==> src/rtl/cpu_sequencer.sv <==
// Eight-phase fetch/decode/execute sequencer for the 8-bit accumulator CPU.
// Registers phase and halt on posedge; all strobes decode combinationally from them.
module cpu_sequencer #(
  parameter int unsigned OPC_W  = 3,
  parameter int unsigned NPHASE = 8
) (
  input  logic             clk,
  input  logic             rst,
  input  logic [OPC_W-1:0] opcode,
  input  logic             zero,
  input  logic             mem_ready,
  output logic             sel,
  output logic             rd,
  output logic             wr,
  output logic             ld_ir,
  output logic             ld_ac,
  output logic             inc_pc,
  output logic             ld_pc,
  output logic             data_e,
  output logic             halt,
  output logic [2:0]       phase
);

  localparam logic [2:0] PhInstAddr  = 3'd0;
  localparam logic [2:0] PhInstFetch = 3'd1;
  localparam logic [2:0] PhInstLoad  = 3'd2;
  localparam logic [2:0] PhIdle      = 3'd3;
  localparam logic [2:0] PhOpAddr    = 3'd4;
  localparam logic [2:0] PhOpFetch   = 3'd5;
  localparam logic [2:0] PhAluOp     = 3'd6;
  localparam logic [2:0] PhStore     = 3'd7;
  localparam logic [2:0] PhLast      = 3'(NPHASE - 1);

  localparam logic [OPC_W-1:0] OpHlt = OPC_W'(0);
  localparam logic [OPC_W-1:0] OpSkz = OPC_W'(1);
  localparam logic [OPC_W-1:0] OpAdd = OPC_W'(2);
  localparam logic [OPC_W-1:0] OpAnd = OPC_W'(3);
  localparam logic [OPC_W-1:0] OpXor = OPC_W'(4);
  localparam logic [OPC_W-1:0] OpLda = OPC_W'(5);
  localparam logic [OPC_W-1:0] OpSto = OPC_W'(6);
  localparam logic [OPC_W-1:0] OpJmp = OPC_W'(7);

  logic [2:0] phase_q, phase_d;
  logic       halt_q, halt_d;

  logic is_hlt, is_skz, is_sto, is_jmp, alu_op, wait_st;

  assign is_hlt = (opcode == OpHlt);
  assign is_skz = (opcode == OpSkz);
  assign is_sto = (opcode == OpSto);
  assign is_jmp = (opcode == OpJmp);
  assign alu_op = (opcode == OpAdd) || (opcode == OpAnd) ||
                  (opcode == OpXor) || (opcode == OpLda);

  // Memory-facing phases stall until the memory handshakes.
  assign wait_st = !mem_ready &&
                   ((phase_q == PhInstFetch) || (phase_q == PhOpFetch) ||
                    ((phase_q == PhStore) && is_sto));

  always_comb begin
    phase_d = phase_q;
    halt_d  = halt_q;
    if (!halt_q) begin
      if ((phase_q == PhOpAddr) && is_hlt) begin
        halt_d = 1'b1;
      end else if (!wait_st) begin
        phase_d = (phase_q == PhLast) ? PhInstAddr : phase_q + 3'd1;
      end
    end
  end

  always_ff @(posedge clk) begin
    if (rst) begin
      phase_q <= PhInstAddr;
      halt_q  <= 1'b0;
    end else begin
      phase_q <= phase_d;
      halt_q  <= halt_d;
    end
  end

  always_comb begin
    sel    = 1'b0;
    rd     = 1'b0;
    wr     = 1'b0;
    ld_ir  = 1'b0;
    ld_ac  = 1'b0;
    inc_pc = 1'b0;
    ld_pc  = 1'b0;
    data_e = 1'b0;
    if (!halt_q) begin
      unique case (phase_q)
        PhInstAddr: sel = 1'b1;
        PhInstFetch: begin
          sel = 1'b1;
          rd  = 1'b1;
        end
        PhInstLoad, PhIdle: begin
          sel   = 1'b1;
          rd    = 1'b1;
          ld_ir = 1'b1;
        end
        PhOpAddr:  inc_pc = 1'b1;
        PhOpFetch: rd = alu_op;
        PhAluOp: begin
          rd     = alu_op;
          inc_pc = is_skz && zero;
          ld_pc  = is_jmp;
          data_e = is_sto;
        end
        PhStore: begin
          rd     = alu_op;
          ld_ac  = alu_op;
          inc_pc = is_jmp;
          ld_pc  = is_jmp;
          data_e = is_sto;
          wr     = is_sto;
        end
        default: ;
      endcase
    end
  end

  assign halt  = halt_q;
  assign phase = phase_q;

endmodule
==> config.mk <==
export PLATFORM = sky130hd
export DESIGN_NAME = cpu_sequencer
export DESIGN_NICKNAME = d
export VERILOG_FILES = /design/src/rtl/cpu_sequencer.sv
export SDC_FILE = /design/constraint.sdc
export NUM_CORES = 1
export LEC_CHECK = 0
export CAP_MARGIN = 20
export CORE_AREA = 4 4 41 43
export CTS_CLUSTER_DIAMETER = 50
export DETAILED_ROUTE_END_ITERATION = 12
export DIE_AREA = 0 0 45 47
export HOLD_SLACK_MARGIN = 0.08
export PLACE_DENSITY = 0.6
export RECOVER_POWER = 25
export SYNTH_ARGS = -nofsm -noshare
export SYNTH_HDL_FRONTEND = slang
export SYNTH_SLANG_ARGS = --single-unit
export TNS_END_PERCENT = 20
==> constraint.sdc <==
create_clock -name clk -period 2.05 [get_ports clk]
set_input_delay 0.41 -clock clk [delete_from_list [all_inputs] [get_ports clk]]
set_output_delay 0.41 -clock clk [all_outputs]
set_load 0.03 [all_outputs]
==> results of run 1 <==
[power by group through the flow]
stage	Clock (W)	Sequential (W)	Combinational, W
final	0.0000981	0.000126	0.000594
after global routing	0.000113	0.000130	0.000640
after CTS	0.000105	0.000122	0.000549
after detailed placement	0	0.000121	0.000555
after global placement	0	0.000120	0.000556
after floorplan	0	0.000163	0.000257
[layout by cell type, fill, tap and decap left out]
cell / count
buf_2: 1
o22ai_1: 1
buf_6: 2
dfxtp_1: 2
nand2b_1: 1
o21ai_0: 1
inv_1: 6
clkdlybuf4s50_1: 8
a21oi_2: 1
clkbuf_4: 3
a31oi_1: 2
nand2_2: 1
nand2_1: 1
nor2_1: 4
xnor2_2: 1
a31o_4: 1
nor3_1: 2
and4b_4: 1
dlymetal6s2s_1: 2
nor3b_2: 1
dfxtp_2: 2
and3_4: 1
o41ai_1: 1
a311oi_1: 1
or3_1: 2
nor4_1: 2
or2b_1: 1
o21bai_4: 1
ha_1: 4
dlygate4sd2_1: 1
ha_4: 2
a21oi_1: 3
buf_4: 22
a211o_1: 2
[per-layer routing]
metal	track usage	vias up	part of all wire
li1	-	258	-
met1	0.188	224	0.48
met2	0.203	16	0.47
met3	0.0383	2	0.044
met4	0.0702	0	0.013
met5	0	-	0
[flip-flops by register name, summed over array words and instances (netlist names)]
signal and flops:
phase 3, halt 1
[logic make-up after synthesis]
kind of cell,count (synthesis),share of synthesized area
AND/OR/NAND/NOR,17,0.257
AO/OA/AOI/OAI,14,0.293
buffers and inverters,6,0.0544
adder cells (fa/ha/maj),6,0.181
flip-flops,4,0.193
XOR/XNOR,1,0.0212
[what timing repair did]
| item | CTS | global route |
|---|---|---|
| gates resized for setup | 10 | 10 |
| pin swaps | 1 | 4 |
| setup endpoints to repair | 4 | 6 |
| hold buffers | 0 | 0 |
| buffers inserted | 0 | 4 |
[per-stage QoR]
stage / cell area, um^2 / hold WS (ns) / setup slack (ns) / power [W]
2_1_floorplan: 414 / 0.482 / -0.112 / 0.000420
3_3_place_gp: 703 / 0.653 / -0.0995 / 0.000676
3_5_place_dp: 703 / 0.651 / -0.125 / 0.000676
4_1_cts: 736 / 0.663 / -0.0833 / 0.000776
5_1_grt: 800 / 0.669 / -0.144 / 0.000884
6_report: 800 / 0.637 / -0.0779 / 0.000818
[worst max-delay path, stage by stage (launching register included)]
cell	delay, ns
dfxtp_2	0.32
buf_6	0.12
ha_4	0.16
ha_4	0.15
and3_4	0.14
a31o_4	0.20
a31oi_1	0.17
nor2_1	0.07
buf_4	0.16
[area by class of cell]
class | instances | area [um^2]
fillers | 126 | 502
flip-flops and latches | 4 | 82.6
clock buffers | 3 | 22.5
multi-input cells | 38 | 347
well taps | 15 | 18.8
inverters | 6 | 22.5
repair buffers | 36 | 307
[worst max path at each step]
stage,start,end,slack (ns),depth (start not counted)
2_1_floorplan,phase[2],data_e,-0.11,2
3_3_place_gp,phase[0],sel,-0.1,6
3_5_place_dp,phase[0],sel,-0.13,6
4_1_cts,phase[1],inc_pc,-0.08,8
5_1_grt,phase[1],sel,-0.14,7
6_report,phase[0],inc_pc,-0.08,8
==> metrics.md, run 1 <==
| Metric | Value |
|---|---|
| R2R setup slack | `0.37 ns` |
| Synthesized flop and latch total | `4` |
| Max-Cap Viols | `0` |
| Sequential share of the synthesized area | `0.193` |
| DR WL/cell | `13.1 um` |
| DP Cell Count | `95` |
| Worst R2R End | `phase[2]` |
| Clock power share | `0.120` |
| DRC Markers | `0` |
| Initial antenna violation count | `0` |
| Antenna Nets Post-Route | `0` |
| Synth unique cells | `25` |
| CP required | `1.64 ns` |
| Layout cells sized above 1 | `0.460` |
| Synth top cells by count | `ha_1 (6), inv_1 (6), a21oi_1 (4), dfxtp_1 (4), nor2_1 (4)` |
| Status | `complete, but fails checks` |
| Initial Utilization | `0.318` |
| Failing checks | `negative setup slack` |
| Critical path type | `reg2out` |
| Hold path depth | `3` |
| Crit path time final | `2.13 ns` |
| Combinational share of power | `0.726` |
| EDFF count, synth | `0` |
| Arrival time worst endpoint | `1.72 ns` |
| Die width | `45 um` |
| Avg Cell Area, Syn | `8.63 um^2` |
| Fmax | `470 MHz` |
| Sequential power share | `0.154` |
| Worst VDD drop | `668 uV` |
| CTS buffer count | `3` |
| Net Sw Power | `0.000368 W` |
| Core ar. | `0.00130 mm^2` |
| Pwr dens | `1020 mW/mm^2` |
| Vert. Die Dim | `47 um` |
| Area growth from synthesis to layout | `93.1%` |
| Post-route setup TNS | `-0.128 ns` |
| RePlAce Congestion | `0.770` |
| First DRT Iteration DRCs | `18` |
| Largest net degree at the start of global routing | `8` |
| CTS root buffer | `clkbuf_4` |
| Layout Nets | `102` |
| Synth area leader | `dfxtp_1` |
| Crit. End Element | `output port` |
| Fin. max-slew vios | `0` |
| Cells after synthesis | `48` |
| Die area | `0.00212 mm^2` |
| Post-layout instance count excluding filler cells | `102` |
| Global-route usage over all layers | `0.140` |
| Vias in the first global route | `501` |
| Syn Nets | `61` |
| Power Internal | `0.000450 W` |
| Leakage | `0.380 nW` |
| Clk sink count | `4` |
| Reg2reg path depth | `8` |
| Vias/cell | `4.90` |
| GR Overflow Total | `0` |
| Clock latency on the worst-skew pair | `0.24 ns` |
| Clock Skews | `0.00163 ns` |
| Top post-synthesis cells by area | `dfxtp_1 (19%), ha_1 (18%), inv_1 (5.4%)` |
| Unrepaired setup endpoints after global routing | `true` |
| Startpoint Class | `flip-flop` |
| Layout Utilization | `0.614` |
| Sw Share | `0.450` |
| I/O pin count | `19` |
| Setup WS post-layout | `-0.0779 ns` |
| Ys flop type | `dfxtp_1` |
| Warnings from Yosys | `0` |
| Async set-reset flop share out of synthesis | `0` |
| Row cnt | `13` |
| Dpl hpwl | `964 um` |
| Final period util | `1.04` |
| Initial DRT Pass Iterations | `4` |
| Clock-pin slew on the worst setup and hold paths | `0.04 ns` |
| Ant. Diodes | `0` |
| Sink of the worst hold path | `phase[0]` |
| Hold Path Class | `reg2reg` |
| Critical hold path startpoint | `phase[0]` |
| First-pass GRT wire length | `2.13 mm` |
| CTS tree | `built` |
| R2R Path Start | `phase[0]` |
| Total wire length | `1.33 mm` |
| Final setup viols | `2` |
| Max_slew headroom | `0.661` |
| Worst-path fanout max | `3` |
| Via count | `500` |
| Clk buf depth | `2` |
| Final hold violation count | `0` |
| CTS H-tree lvls | `1` |
| Mapped Area | `414 um^2` |
| I/O Buffers | `18` |
| Least-Margin Pin Slew | `0.506 ns` |
| Share of the synthesized area in the top cell type | `0.193` |
No activity file was read; power rests on OpenSTA's default activity.
==> run 2: changes to the inputs <==
--- a/config.mk
+++ b/config.mk
@@ -6,13 +6,16 @@
 export NUM_CORES = 1
 export LEC_CHECK = 0
 export CAP_MARGIN = 20
-export CORE_AREA = 4 4 41 43
+export CELL_PAD_IN_SITES_DETAIL_PLACEMENT = 1
+export CELL_PAD_IN_SITES_GLOBAL_PLACEMENT = 2
+export CORE_MARGIN = 4
+export CORE_UTILIZATION = 21
 export CTS_CLUSTER_DIAMETER = 50
 export DETAILED_ROUTE_END_ITERATION = 12
-export DIE_AREA = 0 0 45 47
 export HOLD_SLACK_MARGIN = 0.08
-export PLACE_DENSITY = 0.6
+export PLACE_DENSITY = 0.72
 export RECOVER_POWER = 25
+export SLEW_MARGIN = 20
 export SYNTH_ARGS = -nofsm -noshare
 export SYNTH_HDL_FRONTEND = slang
 export SYNTH_SLANG_ARGS = --single-unit
==> metrics.md, run 2 (synthesized netlist as in run 1, its figures left out) <==
| Metric | Value |
|---|---|
| I/O Buffers | `18 (unchanged)` |
| Fillcell total | `227 (was 126)` |
| Post-layout instance count excluding filler cells | `112 (was 102)` |
| Largest net degree at the start of global routing | `8 (unchanged)` |
| Final setup viols | `2 (unchanged)` |
| Multi-input gate area | `348 um^2 (was 347 um^2)` |
| Clock-pin slew on the worst setup and hold paths | `0.04 ns (about the same)` |
| Critical hold path startpoint | `phase[2] (was phase[0])` |
| First DRT Iteration DRCs | `9 (was 18)` |
| GR Overflow Total | `0 (unchanged)` |
| CTS buffer count | `3 (unchanged)` |
| Leakage | `0.364 nW (was 0.380 nW)` |
| Commonest cells after routing, fill and taps aside | `buf_4 (22), clkdlybuf4s50_1 (7), inv_1 (6) (was buf_4 (22), clkdlybuf4s50_1 (8), inv_1 (6))` |
| Max reg flops | `3 (unchanged)` |
| Vias/cell | `4.67 (was 4.90)` |
| Row cnt | `15 (was 13)` |
| Initial Utilization | `0.230 (was 0.318)` |
| Total wire length | `1.48 mm (was 1.33 mm)` |
| Cts-stage hold buffer count | `0 (unchanged)` |
| Slowest stage delay, CP | `0.31 ns (was 0.32 ns)` |
| CTS tree | `built (unchanged)` |
| First-pass GRT wire length | `2.55 mm (was 2.13 mm)` |
| Area growth from synthesis to layout | `95.8% (was 93.1%)` |
| Crit. End Element | `output port (unchanged)` |
| Crit-path slowest cell | `dfxtp_2 (unchanged)` |
| Cells along the critical path | `buf_6 > buf_6 > ha_4 > ha_4 > and3_4 > a31o_4 > a31oi_1 > nor2_1 > buf_4 (was buf_6 > ha_4 > ha_4 > and3_4 > a31o_4 > a31oi_1 > nor2_1 > buf_4)` |
| Antenna Nets Post-Route | `0 (unchanged)` |
| Arrival time worst endpoint | `1.77 ns (was 1.72 ns)` |
| DRC Markers | `0 (unchanged)` |
| I/O pin count | `19 (unchanged)` |
| Crit path time final | `2.18 ns (was 2.13 ns)` |
| Clk buf depth | `2 (unchanged)` |
| Ant. Diodes | `0 (unchanged)` |
| CP required | `1.64 ns (about the same)` |
| Via count | `523 (was 500)` |
| Setup WS post-layout | `-0.127 ns (was -0.0779 ns)` |
| Worst R2R End | `phase[2] (unchanged)` |
| DP Cell Count | `108 (was 95)` |
| Fmax | `459 MHz (was 470 MHz)` |
| R2R setup slack | `0.06 ns (was 0.37 ns)` |
| CTS root buffer | `clkbuf_4 (unchanged)` |
| Layout Nets | `102 (unchanged)` |
| Failing checks | `negative setup slack (unchanged)` |
| Final period util | `1.06 (was 1.04)` |
| Global-route usage over all layers | `0.129 (was 0.140)` |
| Core ar. | `0.00180 mm^2 (was 0.00130 mm^2)` |
| Final hold violation count | `0 (unchanged)` |
| Vias in the first global route | `545 (was 501)` |
| Initial antenna violation count | `0 (unchanged)` |
| RePlAce Congestion | `0.734 (was 0.770)` |
| Unrepaired setup endpoints after global routing | `true (unchanged)` |
| Reg2reg path depth | `9 (was 8)` |
| Hold Path Class | `reg2reg (unchanged)` |
| Sink of the worst hold path | `phase[2] (was phase[0])` |
| Hold path depth | `2 (was 3)` |
| Initial DRT Pass Iterations | `4 (unchanged)` |
| Startpoint Class | `flip-flop (unchanged)` |
| Pwr dens | `1010 mW/mm^2 (was 1020 mW/mm^2)` |
| Commonest non-fill, non-tap cell in the layout | `buf_4 (unchanged)` |
| Status | `complete, but fails checks (unchanged)` |
| Clock Skews | `0.00151 ns (was 0.00163 ns)` |
| Fin. max-slew vios | `0 (unchanged)` |
| Layout cells sized above 1 | `0.448 (was 0.460)` |
| Critical path type | `reg2out (unchanged)` |
| Hold slack | `0.606 ns (was 0.637 ns)` |
| Least-Margin Pin Slew | `0.408 ns (was 0.506 ns)` |
| Register area | `81.3 um^2 (was 82.6 um^2)` |
| Max-Cap Viols | `0 (unchanged)` |
| Die width | `52.4 um (was 45 um)` |
| CTS H-tree lvls | `1 (unchanged)` |
| CP top delay family | `buffers and inverters (was compound AO/OA/AOI/OAI gates)` |
| Vert. Die Dim | `52.4 um (was 47 um)` |
| Clock latency on the worst-skew pair | `0.24 ns (about the same)` |
| Pre-CTS setup slack | `-0.125 ns (about the same)` |
| Die area | `0.00275 mm^2 (was 0.00212 mm^2)` |
| Worst-path fanout max | `2 (was 3)` |
| Clk sink count | `4 (unchanged)` |
| DR WL/cell | `13.3 um (was 13.1 um)` |
| Dpl hpwl | `1.22 mm (was 964 um)` |
| Worst VDD drop | `466 uV (was 668 uV)` |
| Max_slew headroom | `0.727 (was 0.661)` |
| CP Buf/Inv Count | `3 (was 2)` |
| R2R Path Start | `phase[1] (was phase[0])` |
[run 2: worst reg2reg max path: cells and delay by family, from the launching register on]
kind,cells,cell delay [ns]
and+or+nand+nor,1,0.20
AOI/OAI and AO/OA,3,0.70
DFF,1,0.31
adders and majority gates,2,0.31
buffers and inverters,3,0.37
[run 2: cell type report]
type	instances	share of cell area
Clock buffer	3	0.0278
Tap cell	25	0.0386
Timing Repair Buffer	36	0.377
Inverter	6	0.0278
Multi-Input combinational cell	38	0.429
Sequential cell	4	0.100
[run 2: per-stage QoR]
step / power, W / utilization / TNS [ns] / cell area [um^2]
after global routing: 0.000886 / 0.450 / -0.517 / 811
after floorplan: 0.000420 / - / -0.411 / 414
after detailed placement: 0.000705 / 0.410 / -0.293 / 738
after CTS: 0.000838 / 0.451 / -0.205 / 813
final: 0.000819 / 0.450 / -0.186 / 811
after global placement: 0.000699 / 0.410 / -0.221 / 738
[run 2: how the worst max path moves through the flow]
stage	startpoint	cells past startpoint	slack (ns)	to
3_3_place_gp	phase[1]	6	-0.09	sel
4_1_cts	phase[1]	9	-0.13	inc_pc
6_report	phase[1]	9	-0.13	inc_pc
2_1_floorplan	phase[2]	2	-0.11	data_e
3_5_place_dp	phase[1]	6	-0.12	sel
5_1_grt	phase[1]	9	-0.19	inc_pc
[run 2: what timing repair did]
action | CTS | global route
setup buffers | 1 | 0
endpoints found under the setup margin | 7 | 4
pin swaps | 4 | 0
resized for setup | 15 | 2
[run 2: metal layers]
metal / GRT usage / vias to the layer above / wire (um)
met5: 0 / - / 0
met2: 0.186 / 10 / 689
li1: - / 257 / -
met4: 0.0638 / 0 / 25
met3: 0.0370 / 5 / 63
met1: 0.173 / 251 / 706
[run 2: report_power, final]
part           leakage [nW]  switching (W)  internal (W)
Clock                0.0138      0.0000318     0.0000654
Sequential           0.0333      0.0000210      0.000101
Combinational         0.317       0.000318      0.000282
Total                 0.364       0.000371      0.000448
